## config.mk

```make
export PLATFORM = sky130hd
export DESIGN_NAME = multicycle_ctrl
export DESIGN_NICKNAME = d
export VERILOG_FILES = /design/src/rtl/multicycle_ctrl.sv
export SDC_FILE = /design/constraint.sdc
export NUM_CORES = 1
export LEC_CHECK = 0
export CAP_MARGIN = 20
export CORE_ASPECT_RATIO = 0.9
export CORE_MARGIN = 8
export CORE_UTILIZATION = 46
export DETAILED_ROUTE_END_ITERATION = 12
export GPL_TIMING_DRIVEN = 0
export PLACE_DENSITY = 0.9
export SETUP_SLACK_MARGIN = 0.1
export SLEW_MARGIN = 20
export SYNTH_ARGS = -nofsm -noshare
export SYNTH_HDL_FRONTEND = slang
export SYNTH_SLANG_ARGS = --single-unit
```

## constraint.sdc

```tcl
create_clock -name clk -period 3.05 [get_ports clk]
set_clock_uncertainty 0.05 [all_clocks]
set_input_delay 0.61 -clock clk [delete_from_list [all_inputs] [get_ports clk]]
set_output_delay 0.61 -clock clk [all_outputs]
set_load 0.01 [all_outputs]
```

## src/rtl/multicycle_ctrl.sv

```systemverilog
// Control FSM for the shared multicycle RV32I datapath.
// Sequences every enable and mux select, and stalls on mem_ready.
module multicycle_ctrl #(
  parameter int OP_W = 7
) (
  input  logic            clk,
  input  logic            reset_n,
  input  logic [OP_W-1:0] op,
  input  logic            zero,
  input  logic            mem_ready,
  output logic            PCWrite,
  output logic            AdrSrc,
  output logic            MemWrite,
  output logic            IRWrite,
  output logic [1:0]      ResultSrc,
  output logic [1:0]      ALUSrcA,
  output logic [1:0]      ALUSrcB,
  output logic [1:0]      ALUOp,
  output logic [1:0]      ImmSrc,
  output logic            RegWrite,
  output logic            instr_done,
  output logic            illegal_op
);

  localparam logic [OP_W-1:0] OP_LW   = OP_W'(7'b0000011);
  localparam logic [OP_W-1:0] OP_SW   = OP_W'(7'b0100011);
  localparam logic [OP_W-1:0] OP_R    = OP_W'(7'b0110011);
  localparam logic [OP_W-1:0] OP_IALU = OP_W'(7'b0010011);
  localparam logic [OP_W-1:0] OP_BEQ  = OP_W'(7'b1100011);
  localparam logic [OP_W-1:0] OP_JAL  = OP_W'(7'b1101111);

  typedef enum logic [3:0] {
    FETCH    = 4'd0,
    DECODE   = 4'd1,
    MEMADR   = 4'd2,
    MEMREAD  = 4'd3,
    MEMWB    = 4'd4,
    MEMWRITE = 4'd5,
    EXECR    = 4'd6,
    EXECI    = 4'd7,
    ALUWB    = 4'd8,
    BEQ      = 4'd9,
    JAL      = 4'd10
  } state_t;

  state_t state, nxt;

  logic pcupdate, branch;
  logic irw, mw, rw, done, ill;

  always_ff @(posedge clk or negedge reset_n) begin
    if (!reset_n) state <= FETCH;
    else          state <= nxt;
  end

  always_comb begin
    nxt       = FETCH;
    pcupdate  = 1'b0;
    branch    = 1'b0;
    irw       = 1'b0;
    mw        = 1'b0;
    rw        = 1'b0;
    done      = 1'b0;
    ill       = 1'b0;
    AdrSrc    = 1'b0;
    ResultSrc = 2'b00;
    ALUSrcA   = 2'b00;
    ALUSrcB   = 2'b00;
    ALUOp     = 2'b00;
    case (state)
      FETCH: begin
        ALUSrcB   = 2'b10;
        ResultSrc = 2'b10;
        irw       = mem_ready;
        pcupdate  = mem_ready;
        nxt       = mem_ready ? DECODE : FETCH;
      end
      DECODE: begin
        ALUSrcA = 2'b01;
        ALUSrcB = 2'b01;
        case (op)
          OP_LW, OP_SW: nxt = MEMADR;
          OP_R:         nxt = EXECR;
          OP_IALU:      nxt = EXECI;
          OP_BEQ:       nxt = BEQ;
          OP_JAL:       nxt = JAL;
          default: begin
            nxt  = FETCH;
            ill  = 1'b1;
            done = 1'b1;
          end
        endcase
      end
      MEMADR: begin
        ALUSrcA = 2'b10;
        ALUSrcB = 2'b01;
        if (op == OP_LW)      nxt = MEMREAD;
        else if (op == OP_SW) nxt = MEMWRITE;
        else                  nxt = FETCH;
      end
      MEMREAD: begin
        AdrSrc = 1'b1;
        nxt    = mem_ready ? MEMWB : MEMREAD;
      end
      MEMWB: begin
        ResultSrc = 2'b01;
        rw        = 1'b1;
        done      = 1'b1;
      end
      MEMWRITE: begin
        AdrSrc = 1'b1;
        mw     = 1'b1;
        done   = mem_ready;
        nxt    = mem_ready ? FETCH : MEMWRITE;
      end
      EXECR: begin
        ALUSrcA = 2'b10;
        ALUOp   = 2'b10;
        nxt     = ALUWB;
      end
      EXECI: begin
        ALUSrcA = 2'b10;
        ALUSrcB = 2'b01;
        ALUOp   = 2'b10;
        nxt     = ALUWB;
      end
      ALUWB: begin
        rw   = 1'b1;
        done = 1'b1;
      end
      BEQ: begin
        ALUSrcA = 2'b10;
        ALUOp   = 2'b01;
        branch  = 1'b1;
        done    = 1'b1;
      end
      JAL: begin
        ALUSrcA  = 2'b01;
        ALUSrcB  = 2'b10;
        pcupdate = 1'b1;
        nxt      = ALUWB;
      end
      default: begin
        // unused codes select FETCH outputs and fall back to FETCH
        ALUSrcB   = 2'b10;
        ResultSrc = 2'b10;
      end
    endcase
  end

  // strobes are masked by reset so nothing fires while it is held
  assign PCWrite    = reset_n & (pcupdate | (branch & zero));
  assign IRWrite    = reset_n & irw;
  assign MemWrite   = reset_n & mw;
  assign RegWrite   = reset_n & rw;
  assign instr_done = reset_n & done;
  assign illegal_op = reset_n & ill;

  always_comb begin
    unique case (1'b1)
      op == OP_SW:  ImmSrc = 2'b01;
      op == OP_BEQ: ImmSrc = 2'b10;
      op == OP_JAL: ImmSrc = 2'b11;
      default:      ImmSrc = 2'b00;
    endcase
  end

endmodule

```

==> results.ini <==
[run_status]
outcome = finished clean

[worst_setup_path]
required_ns = 2.39
critPathLaunchType = input pin
critPathTopFamily = buffers and inverters
worst_path_max_delay_cell = clkdlybuf4s50_1
cp_cell_sequence = clkdlybuf4s50_1, xor2_1, nor4b_2, clkdlybuf4s50_1
rr_worst_depth = 4
crit_cells = 4
reg2reg_slack_ns = 1.65
end_kind = output port
cpMostUsedCell = clkdlybuf4s50_1
critical-path-max-stage-delay_ns = 0.60
cp-startpoint = op[3]
timing.rr.end = state[2]
worst-path-buf-inv = 2
crit_fanout = 6
crit_arrival_ns = 2.26
critPathKind = input pin to output port
reg2reg_from = state[1]
endpoint = ImmSrc[1]

[run]
cap_violations = 0

[yosys]
yosys.area.top_type_share = 0.136
synth_fp_nets = 106
synthesis.area_um2 = 734
synth-simple-area-share = 0.499
ys_seq_area_frac = 0.136
async_flop_share = 1.00
synth_top_family_by_area = simple AND/OR/NAND/NOR gates
synth_edf_count = 0
ys_ff_latch = 4
synth_xor_area_frac = 0.0239
synthDistinctLibCells = 43
avgSynthCellArea_um2 = 7.73
yosys_warnings = 0
yosysTopAreaCell = dfrtp_1
synth_common_cells = 10 x nand2_1, 7 x nor2_1, 6 x nand2b_1
synth-compound-area-share = 0.245
yosysMostFrequentCell = nand2_1
netlist_instances = 95
synth_top_flop_cell = dfrtp_1
yosys.area_share.adder = 0
synthMuxAreaShare = 0
synthTopCellsByArea = dfrtp_1 14%, nand2_1 5.1%, nand2b_1 5.1%

[finish]
finish.utilization = 0.704
final_cells = 139
seqCellArea_um2 = 100
largestRegisters = state (4)
largest_reg_flops = 4
fin_nets = 137
drive_above_1_share = 0.161
antenna_cells = 0
fillCellCount = 123
multi_input_area_um2 = 564
area_delta_synth_final_pct = 40.4
top_register = state
fin_area_um2 = 1030

[clock_network]
cts_sinks = 4
cts_max_level = 1
clk_pin_slew_ns = 0.04
clock_latency_ns = 0.24
cts_buffers = 3
cts_tree = yes
clockRootBuffer = clkbuf_4
holdBufCountCts = 0
post-cts-setup-buffers = 0
clk_path_buf_depth = 2

[place]
dp_cells = 136
numPortBuffers = 26
gp_congestion = 0.873
place_area_um2 = 1010
dp_slack_ns = -0.0409
dpl.hpwl_um = 1760

[hold_path]
min_path_type = input pin to async pin

[global_route]
grt_overflow_total = 0
grt_pass1_wl_um = 3700
track_usage = 0.150
grt_max_degree = 11
grt_pass1_vias = 810
antenna_found_initial = 0

[sta]
period_minus_slack_ns = 2.92
period_share = 0.958
slew_viol_final = 0
finalSetupViolations = 0
hold_viol_final = 0
rsz0062_at_grt = false
worst_pin_slew_ns = 0.332
fin_ws_ns = 0.127
max_slew_margin = 0.778
fmax_mhz = 342

[floorplanning]
coreArea_um2 = 1460
row_count = 13
fp.dieH_um = 53.9
dieArea_um2 = 3130
die_w_um = 58.1
io_pins = 28
start_util = 0.502

[power_and_ir_drop]
p_switching_uw = 73.2
ir_drop_mv = 0.185
p_total_uw = 221
clock_power_share = 0.314
p_per_area_nw_per_um2 = 214
seqPwrFrac = 0.252
combinationalPowerShare = 0.435
leakagePower_nw = 0.420
internal_power_uw = 147
switching_share = 0.332

[drt]
wl_per_cell_um = 16.0
drc = 0
first_pass_iters = 4
vias_per_cell = 6.17
drt_iter0_drc = 30
routed_wl_um = 2230
antenna_left = 0
num_vias = 857

-- worst min-delay path by stage --
stage	start	to	slack [ns]	cells past startpoint
6_report	reset_n	state[2]	0.58	1
5_1_grt	reset_n	state[2]	0.61	1
4_1_cts	reset_n	state[2]	0.59	1
3_5_place_dp	state[3]	state[1]	0.66	3
3_3_place_gp	state[2]	state[1]	0.63	4
2_1_floorplan	reset_n	state[0]	0.26	0
-- cell families (layout without fill, tap and decap cells) --
family / count (synthesis) / count (layout)
and+or+nand+nor: 56 / 56
AOI/OAI and AO/OA: 24 / 24
buffers and inverters: 9 / 38
DFF: 4 / 4
xor gates and xnor gates: 2 / 2
-- placed cells by master (no fill, tap or decap), types with 3 or more instances in the layout --
| master | instances |
|---|---|
| dlygate4sd2_1 | 4 |
| a21oi_1 | 5 |
| dfrtp_1 | 4 |
| and4b_1 | 3 |
| nor2b_1 | 5 |
| clkdlybuf4s50_1 | 22 |
| nor3_1 | 5 |
| nand2b_1 | 6 |
| buf_6 | 3 |
| buf_4 | 3 |
| nor2_1 | 7 |
| o21ai_0 | 4 |
| nand3_1 | 3 |
| nand2_1 | 10 |
| clkbuf_4 | 3 |
-- layout make-up --
cell class,instances,share of cell area
buffer,8,0.0643
clock buffer,3,0.0218
inverter,1,0.00364
timing repair buffer,26,0.248
tap,15,0.0182
sequential,4,0.0971
multi-input combinational,82,0.547
-- power groups by stage --
stage,clock (mW),combinational (mW),sequential (mW)
2_1_floorplan,0,0.0518,0.0560
3_3_place_gp,0,0.0956,0.0561
3_5_place_dp,0,0.0976,0.0562
4_1_cts,0.0694,0.0959,0.0556
5_1_grt,0.0716,0.106,0.0558
6_report,0.0692,0.0959,0.0556
-- metal layers --
| metal | vias up | GRT usage | wire [µm] |
|---|---|---|---|
| li1 | 410 | - | - |
| met1 | 432 | 0.179 | 943 |
| met2 | 15 | 0.270 | 1180 |
| met3 | 0 | 0.0475 | 98 |
| met4 | 0 | 0.0122 | 0 |
| met5 | - | 0 | 0 |
-- through the flow --
step	hold slack [ns]	TNS [ns]
final	0.579	0
after global routing	0.607	0
after CTS	0.587	0
after detailed placement	0.664	-0.0633
after global placement	0.632	-0.0278
after floorplan	0.264	0
-- repair_timing --
| item | 4_1_cts | 5_1_grt |
|---|---|---|
| setup endpoints to repair | 4 | 0 |
| gates resized for setup | 4 | 0 |
| endpoints found under the hold margin | 0 | 0 |
-- worst reg2reg max path: stages (launching register included) --
cell and delay, ns:
dfrtp_1 0.42, buf_4 0.20, nor2b_4 0.19, a22oi_1 0.11
o32ai_1 0.32
Power figures use the tool's default switching activity.
